### src/rtl/id_ex_operand_stage.sv
// ID/EX pipeline register with operand forwarding, feeding the 32-bit ALU.
// Captures decoded operands/control each cycle, resolves RAW hazards from the
// EX/MEM and MEM/WB result buses, and honours hazard-unit stall/flush.
//
// Ports:
//   clk, reset (async, active-low)
//   Stall, Flush                 hazard-unit control (Flush wins)
//   ValidIn, ALUOperationIn, ReadData1, ReadData2, Immediate, ALUSrc,
//   ShamtIn, RsIn, RtIn, WriteRegIn, RegWriteIn      decode-stage inputs
//   ExMem{RegWrite,WriteReg,Result}, MemWb{RegWrite,WriteReg,Result}
//                                forwarding sources
//   ValidOut, ALUOperation, A, B, Shamt, StoreData, WriteReg, RegWrite,
//   ForwardA, ForwardB           EX-stage outputs (A/B/StoreData/Forward*
//                                are combinational off the stored fields)
module id_ex_operand_stage #(
  parameter int unsigned DATA_WIDTH     = 32,
  parameter int unsigned REG_ADDR_WIDTH = 5,
  parameter int unsigned OP_WIDTH       = 4
) (
  input  logic                      clk,
  input  logic                      reset,
  input  logic                      Stall,
  input  logic                      Flush,
  input  logic                      ValidIn,
  input  logic [OP_WIDTH-1:0]       ALUOperationIn,
  input  logic [DATA_WIDTH-1:0]     ReadData1,
  input  logic [DATA_WIDTH-1:0]     ReadData2,
  input  logic [DATA_WIDTH-1:0]     Immediate,
  input  logic                      ALUSrc,
  input  logic [4:0]                ShamtIn,
  input  logic [REG_ADDR_WIDTH-1:0] RsIn,
  input  logic [REG_ADDR_WIDTH-1:0] RtIn,
  input  logic [REG_ADDR_WIDTH-1:0] WriteRegIn,
  input  logic                      RegWriteIn,
  input  logic                      ExMemRegWrite,
  input  logic [REG_ADDR_WIDTH-1:0] ExMemWriteReg,
  input  logic [DATA_WIDTH-1:0]     ExMemResult,
  input  logic                      MemWbRegWrite,
  input  logic [REG_ADDR_WIDTH-1:0] MemWbWriteReg,
  input  logic [DATA_WIDTH-1:0]     MemWbResult,
  output logic                      ValidOut,
  output logic [OP_WIDTH-1:0]       ALUOperation,
  output logic [DATA_WIDTH-1:0]     A,
  output logic [DATA_WIDTH-1:0]     B,
  output logic [4:0]                Shamt,
  output logic [DATA_WIDTH-1:0]     StoreData,
  output logic [REG_ADDR_WIDTH-1:0] WriteReg,
  output logic                      RegWrite,
  output logic [1:0]                ForwardA,
  output logic [1:0]                ForwardB
);

  localparam logic [1:0] FWD_NONE  = 2'b00;
  localparam logic [1:0] FWD_EXMEM = 2'b10;
  localparam logic [1:0] FWD_MEMWB = 2'b01;

  // Stored pipeline fields
  logic                      r_valid;
  logic [OP_WIDTH-1:0]       r_op;
  logic [DATA_WIDTH-1:0]     r_rs_data;
  logic [DATA_WIDTH-1:0]     r_rt_data;
  logic [DATA_WIDTH-1:0]     r_imm;
  logic                      r_alu_src;
  logic [4:0]                r_shamt;
  logic [REG_ADDR_WIDTH-1:0] r_rs;
  logic [REG_ADDR_WIDTH-1:0] r_rt;
  logic [REG_ADDR_WIDTH-1:0] r_write_reg;
  logic                      r_reg_write;

  logic                      w_rs_exmem;
  logic                      w_rs_memwb;
  logic                      w_rt_exmem;
  logic                      w_rt_memwb;
  logic [DATA_WIDTH-1:0]     w_fwd_rs;
  logic [DATA_WIDTH-1:0]     w_fwd_rt;
  logic [1:0]                w_fwd_a;
  logic [1:0]                w_fwd_b;

  // Hazard match terms; $zero never forwards and bubbles never forward
  assign w_rs_exmem = r_valid && ExMemRegWrite && (ExMemWriteReg == r_rs) &&
                      (r_rs != '0);
  assign w_rs_memwb = r_valid && MemWbRegWrite && (MemWbWriteReg == r_rs) &&
                      (r_rs != '0);
  assign w_rt_exmem = r_valid && ExMemRegWrite && (ExMemWriteReg == r_rt) &&
                      (r_rt != '0);
  assign w_rt_memwb = r_valid && MemWbRegWrite && (MemWbWriteReg == r_rt) &&
                      (r_rt != '0);

  // Operand muxes: EX/MEM is the younger producer so it takes priority
  always_comb begin
    w_fwd_rs = r_rs_data;
    w_fwd_a  = FWD_NONE;
    w_fwd_rt = r_rt_data;
    w_fwd_b  = FWD_NONE;
    if (w_rs_exmem) begin
      w_fwd_rs = ExMemResult;
      w_fwd_a  = FWD_EXMEM;
    end else if (w_rs_memwb) begin
      w_fwd_rs = MemWbResult;
      w_fwd_a  = FWD_MEMWB;
    end
    if (w_rt_exmem) begin
      w_fwd_rt = ExMemResult;
      w_fwd_b  = FWD_EXMEM;
    end else if (w_rt_memwb) begin
      w_fwd_rt = MemWbResult;
      w_fwd_b  = FWD_MEMWB;
    end
  end

  // Pipeline register: flush beats stall; a stall captures forwarded operands
  // so a value survives after its producer retires from MEM/WB.
  always_ff @(posedge clk or negedge reset) begin
    if (!reset) begin
      r_valid     <= 1'b0;
      r_op        <= '0;
      r_rs_data   <= '0;
      r_rt_data   <= '0;
      r_imm       <= '0;
      r_alu_src   <= 1'b0;
      r_shamt     <= '0;
      r_rs        <= '0;
      r_rt        <= '0;
      r_write_reg <= '0;
      r_reg_write <= 1'b0;
    end else if (Flush) begin
      r_valid     <= 1'b0;
      r_op        <= '0;
      r_rs_data   <= '0;
      r_rt_data   <= '0;
      r_imm       <= '0;
      r_alu_src   <= 1'b0;
      r_shamt     <= '0;
      r_rs        <= '0;
      r_rt        <= '0;
      r_write_reg <= '0;
      r_reg_write <= 1'b0;
    end else if (Stall) begin
      if (r_valid) begin
        r_rs_data <= w_fwd_rs;
        r_rt_data <= w_fwd_rt;
      end
    end else begin
      r_valid     <= ValidIn;
      r_op        <= ALUOperationIn;
      r_rs_data   <= ReadData1;
      r_rt_data   <= ReadData2;
      r_imm       <= Immediate;
      r_alu_src   <= ALUSrc;
      r_shamt     <= ShamtIn;
      r_rs        <= RsIn;
      r_rt        <= RtIn;
      r_write_reg <= WriteRegIn;
      r_reg_write <= RegWriteIn;
    end
  end

  // EX-stage outputs
  assign ValidOut     = r_valid;
  assign ALUOperation = r_op;
  assign A            = w_fwd_rs;
  assign StoreData    = w_fwd_rt;
  assign B            = r_alu_src ? r_imm : w_fwd_rt;
  assign Shamt        = r_shamt;
  assign WriteReg     = r_write_reg;
  assign RegWrite     = r_reg_write & r_valid;
  assign ForwardA     = w_fwd_a;
  assign ForwardB     = w_fwd_b;

endmodule

### config.mk
export PLATFORM = sky130hd
export DESIGN_NAME = id_ex_operand_stage
export DESIGN_NICKNAME = d
export VERILOG_FILES = /design/src/rtl/id_ex_operand_stage.sv
export SDC_FILE = /design/constraint.sdc
export NUM_CORES = 1
export LEC_CHECK = 0
export CORE_AREA = 2 2 156 196
export DETAILED_ROUTE_END_ITERATION = 10
export DIE_AREA = 0 0 158 198
export RECOVER_POWER = 100
export SYNTH_ARGS = -nofsm -noshare
export SYNTH_HDL_FRONTEND = slang
export SYNTH_SLANG_ARGS = --single-unit
export TNS_END_PERCENT = 1
### constraint.sdc
create_clock -name clk -period 3.5 [get_ports clk]
set_input_delay 0.875 -clock clk [delete_from_list [all_inputs] [get_ports clk]]
set_output_delay 0.875 -clock clk [all_outputs]
set_load 0.01 [all_outputs]
Word-level counts from Yosys, hierarchy flattened
Cells that the tools add are included.

cells by class
  eq/ne operators = 6
  mux-type cells = 33
  bitwise gates (word level) = 1
  reductions and logical operators = 12

operators by type and width
  kind                  count
  $mux W32              13
  $mux W5               8
  $eq A5 B5 Y1          4
  $logic_and A1 B1 Y1   10
  $reduce_bool A5 Y1    2
  $mux W1               8
  $mux W4               2
  $mux W2               2
  $ne A3 B1 Y1 const B  1
  $ne A2 B1 Y1 const B  1
  $and A1 B1 Y1         1

storage, ports and cells
  register bits after elaboration = 123
  bits of input ports = 203
  output and inout port bits = 116
  word-level logic and storage cells = 63

Longest topological paths before layout
  depth after elaboration = 8
  mapped depth = 7
  depth with buffers taken out = 5

Least setup slack after synthesis
No wires, ideal clock.

  path type = input port to output port
  start = in ExMemWriteReg[2]
  end = out B[6]
  arrival time = 2,210 ps
  required time = 2,625 ps
  path slack = 415 ps
  cell stages on the path = 7
  buffers on the path = 2
  cell sequence = xor2_1 -> nor4_4 -> and2_1 -> buf_4 -> buf_12 -> o31ai_4 -> o21ai_1

between the ends
  word-level cells in the longest chain between the ends = 5

ends and longest elaborated chain
  item                              line  source
  start: declaration                36    input logic [REG_ADDR_WIDTH-1:0] ExMemWriteReg,
  $eq A5 B5 Y1                      84    assign w_rt_exmem = r_valid && ExMemRegWrite && (ExMemWriteReg == r_rt) &&
  $logic_and A1 B1 Y1 (2 in a row)  84
  $mux W32                          102   if (w_rt_exmem) begin
  $mux W32                          163   assign B = r_alu_src ? r_imm : w_fwd_rt;
  end: declaration                  44    output logic [DATA_WIDTH-1:0] B,

No other way between the ends.

Worst setup path in the final report
  start = in ExMemWriteReg[1]
  end = out StoreData[14]

between the ends
  word-level cells in the longest chain between the ends = 4

ends and longest elaborated chain
  item                              line  source
  $eq A5 B5 Y1                      84
  $logic_and A1 B1 Y1 (2 in a row)  84
  $mux W32                          102
  end: declaration                  46    output logic [DATA_WIDTH-1:0] StoreData,

No other way between the ends.

==> results.rst <==
.. list-table::
   :header-rows: 1

   * - Metric
     - Value
   * - Slew at the pin with the worst max-slew slack
     - roughly 1.6 ns
   * - Setup violation total in the final timing report
     - 23
   * - Worst Setup End Kind
     - output pin
   * - Area enclosed by the die boundary
     - around 31000 sq um
   * - Number of vias per cell
     - a little over 5
   * - Number of port buffers
     - 318
   * - Count of state elements after synthesis
     - around 120
   * - Number of clock sinks
     - roughly 120
   * - CTS H-Tree Depth
     - 4
   * - Root buffer selected by CTS
     - sky130_fd_sc_hd__clkbuf_16
   * - Routed wire length
     - ~36000 um
   * - Iteration count of the initial detailed-routing pass
     - 5
   * - Filler Cells Inserted
     - slightly below 3000
   * - Data arrival time at the worst-slack endpoint
     - about 2.8 ns
   * - CTS tree
     - yes
   * - Proportion of synthesized chip area in sequential cells
     - 0.353
   * - Clock transition at the register clock pins on the worst setup and hold paths after CTS
     - 0.06 ns
   * - Status
     - finished, violations left
   * - Reg-to-Reg End
     - r_rt_data[14]
   * - Effective utilization at floorplan
     - 0.294
   * - Die Ht
     - ~200 um
   * - Area Overhead vs Synth
     - 57.9%
   * - Worst min-delay path class
     - reg2reg
   * - Commonest cells post-synth
     - 158 x sky130_fd_sc_hd__nor2_1, 123 x sky130_fd_sc_hd__dfrtp_1, 77 x sky130_fd_sc_hd__clkbuf_1, 66 x sky130_fd_sc_hd__inv_1, 64 x sky130_fd_sc_hd__nand3b_1
   * - Part of the cycle the worst path needs
     - 1.04
   * - Post-DP Area
     - between 10000 and 15000 sq um
   * - Hold_ws
     - 0.521 ns
   * - Post-layout minimum cycle time
     - between 3 and 4 ns
   * - Average size of a mapped cell
     - about 8.9 sq um
   * - Post-Syn Instances
     - 975
   * - Row count
     - 71
   * - Number of antenna violations at the first check in global routing
     - 4
   * - Required time of the worst setup path
     - 2.62 ns
   * - Count leader, synth
     - sky130_fd_sc_hd__nor2_1
   * - First-pass GRT wire length
     - 53300 um
   * - Post-synthesis instance area
     - around 8700 sq um
   * - Fraction of registers with async set or reset after synthesis
     - 1.00
   * - Chip width
     - about 160 um
   * - R2R cell count
     - 11
   * - Number of nets in the synthesized netlist
     - 1178
   * - Dominant cell type by area after synthesis
     - sky130_fd_sc_hd__dfrtp_1
   * - Core area
     - 29700 sq um
   * - Total congestion overflow after global routing
     - 0
   * - Register-to-Register Setup Slack
     - 1.11 ns
   * - Launching element type of the critical path
     - input pin
   * - Antenna-violating nets left
     - 0
   * - Routed vias
     - approximately 8900
   * - Failing checks
     - max-capacitance violations, max-slew violations, negative setup slack
   * - Number of buffers created by CTS
     - 17
   * - Unique cell type count in the Yosys netlist
     - 35
   * - Endpoints failing hold
     - 0
   * - Fraction of final layout cells sized beyond drive strength 1
     - 0.260
   * - DP Wirelength
     - 24900 um
   * - Largest fanout on the critical path
     - 8
   * - Setup repair after global routing missed its margin
     - yes
   * - Reported max-cap violation count
     - 1
   * - Number of hold buffers added after cts
     - 0
   * - Number of global-route vias before repair
     - 8775
   * - Post-layout nets
     - between 1500 and 2000
   * - LEAKAGE
     - roughly 5.9 nW
   * - Final slew viol count
     - 67
   * - Flip-flop cell with the highest count after synthesis
     - sky130_fd_sc_hd__dfrtp_1
   * - Worst-case headroom to the max-slew limit
     - -0.0513
   * - Post-Layout Inst Area
     - 13800 sq um
   * - Setup clock skew after layout
     - about 0.008 ns
   * - IR drop worst, VDD
     - a little under 0.3 mV
   * - Warnings, synthesis
     - 0
   * - DRC errors left
     - 0
   * - Startpoint of the worst-slack reg-to-reg timing path
     - r_rt[2]
   * - Maximum number of pins on one net before global-route repair
     - 118
   * - Routed length per placed instance
     - 20.8 um
   * - Synth area leaders
     - sky130_fd_sc_hd__dfrtp_1 35%, sky130_fd_sc_hd__o31ai_4 6.8%, sky130_fd_sc_hd__nor2_1 6.8%, sky130_fd_sc_hd__mux2i_1 6.8%, sky130_fd_sc_hd__nand3b_1 5.5%
   * - Insertion delay of the later-clocked pin in the worst-skew pair
     - 0.42 ns
   * - Setup ws final
     - -0.123 ns
   * - Power per cell area
     - between 300 and 400 nW/um^2
   * - Maximum clock rate
     - around 280 MHz
   * - Placer congestion estimate
     - around 0.86
   * - Count of flip-flops with a built-in enable after synthesis
     - 0
   * - Max Root-Sink Buffers
     - 2
   * - I/O Pins
     - about 320
   * - Worst hold start
     - r_imm[21]
   * - Share of the synthesized area in the top cell type
     - 0.353
   * - Worst Hold End
     - r_imm[21]
   * - WS Path Type
     - in2out
   * - GRT Overall Usage
     - 0.225
   * - Cell count of the worst hold path
     - 2
   * - Initial detailed-routing violation count
     - 546
stage by stage:
| stage | util | std cells | power, W | setup TNS, ns | worst slack (ns) |
|---|---|---|---|---|---|
| floorplan | - | 975 | 0.00214 | 0 | 0.415 |
| global placement | 0.426 | 1649 | 0.00285 | -60.67 | -0.706 |
| detailed placement | 0.426 | 1649 | 0.00286 | -61.95 | -0.719 |
| CTS | 0.466 | 1717 | 0.00470 | -3.31 | -0.196 |
| global route | 0.464 | 1728 | 0.00487 | -3.96 | -0.199 |
| finish | 0.464 | 1728 | 0.00467 | -0.806 | -0.123 |
layout by cell type, fill, tap and decap left out, types with 7 or more instances in the layout:
cell type                         instances
sky130_fd_sc_hd__nor2_1                 158
sky130_fd_sc_hd__a21boi_2                 7
sky130_fd_sc_hd__nand3b_1                64
sky130_fd_sc_hd__a41oi_1                 32
sky130_fd_sc_hd__a211oi_1                17
sky130_fd_sc_hd__buf_4                   59
sky130_fd_sc_hd__mux2i_1                 59
sky130_fd_sc_hd__xor2_2                   9
sky130_fd_sc_hd__buf_12                  23
sky130_fd_sc_hd__buf_6                   14
sky130_fd_sc_hd__inv_1                   66
sky130_fd_sc_hd__clkdlybuf4s50_1        203
sky130_fd_sc_hd__clkbuf_2                29
sky130_fd_sc_hd__nor4_1                  31
sky130_fd_sc_hd__a211oi_2                15
sky130_fd_sc_hd__and3_1                   9
sky130_fd_sc_hd__o31a_1                  32
sky130_fd_sc_hd__o21ai_2                  9
sky130_fd_sc_hd__clkdlybuf4s15_1          7
sky130_fd_sc_hd__nand2_1                 34
sky130_fd_sc_hd__clkdlybuf4s15_2         18
sky130_fd_sc_hd__o21a_1                  32
sky130_fd_sc_hd__dfrtp_1                119
sky130_fd_sc_hd__nand3_1                 34
sky130_fd_sc_hd__clkbuf_16               17
sky130_fd_sc_hd__dlygate4sd2_1           14
sky130_fd_sc_hd__a21boi_1                22
sky130_fd_sc_hd__buf_2                   47
sky130_fd_sc_hd__and3_4                  25
sky130_fd_sc_hd__o21ai_1                 23
sky130_fd_sc_hd__o31ai_4                 28
registers in the layout, summed over array words and instances, names as in the netlist:
signal	flops
Shamt	5
r_alu_src	1
r_rt	5
ValidOut	1
r_rs	5
r_imm	32
WriteReg	5
ALUOperation	4
r_rt_data	32
r_rs_data	32
r_reg_write	1
worst max-delay path by stage:
| stage | startpoint | to | slack (ns) | cells past startpoint |
|---|---|---|---|---|
| final | ExMemWriteReg[1] | StoreData[14] | -0.12 | 11 |
| after global routing | r_rt[2] | StoreData[14] | -0.20 | 11 |
| after detailed placement | MemWbWriteReg[3] | B[25] | -0.72 | 9 |
| after global placement | MemWbWriteReg[3] | B[2] | -0.71 | 9 |
| after CTS | r_rt[2] | B[20] | -0.20 | 9 |
| after floorplan | ExMemWriteReg[2] | B[6] | 0.42 | 7 |
report_power, final:
group	leakage (nW)	switching, W	internal (W)	total, W
combinational	4.03	0.000659	0.000645	0.00130
sequential	1.61	0.0000509	0.00151	0.00156
clock	0.278	0.000675	0.00113	0.00181
total	5.92	0.00138	0.00329	0.00467
worst max-delay path: stages:
cell and delay [ns]:
sky130_fd_sc_hd__clkdlybuf4s15_2 0.22, sky130_fd_sc_hd__xor2_2 0.20, sky130_fd_sc_hd__nor4_4 0.05, sky130_fd_sc_hd__buf_4 0.16, sky130_fd_sc_hd__and2_4 0.18, sky130_fd_sc_hd__buf_12 0.15, sky130_fd_sc_hd__buf_12 0.15, sky130_fd_sc_hd__o31ai_4 0.28
sky130_fd_sc_hd__buf_4 0.17, sky130_fd_sc_hd__inv_1 0.04, sky130_fd_sc_hd__dlygate4sd2_1 0.27
final cells by class:
type                            instances  area [sq um]  share of cell area
Clock inverter                         11           148              0.0107
Tap cell                              401           502              0.0365
Antenna cell                            4          10.0            0.000727
Clock buffer                           20           447              0.0325
Multi-Input combinational cell        678          5250               0.381
Timing Repair Buffer                  425          4080               0.296
Sequential cell                       123          3080               0.224
Inverter                               66           248              0.0180
what timing repair did:
item | in CTS | in global routing
pin swaps | 45 | 22
setup buffers | 30 | 7
cloned | 7 | 0
endpoints found under the setup margin | 100 | 94
gates resized for setup | 365 | 90
layer usage:
layer / up-vias / wire length (um) / global-route usage
li1: 4122 / - / -
met1: 4301 / 15000 / 0.299
met2: 379 / 17700 / 0.369
met3: 50 / 2280 / 0.0396
met4: 0 / 818 / 0.0717
met5: - / 0 / 0
kinds of logic (layout without fill, tap and decap cells):
family                 after synthesis  count (layout)  synth area share
buffers and inverters              174             522            0.0866
XOR/XNOR                            18              18            0.0198
AND/OR/NAND/NOR                    374             374             0.222
other                                0               4                 0
AO/OA/AOI/OAI                      227             227             0.250
multiplexers                        59              59            0.0678
flip-flops                         123             123             0.353
Note: power is estimated with default switching activity, not from simulation.
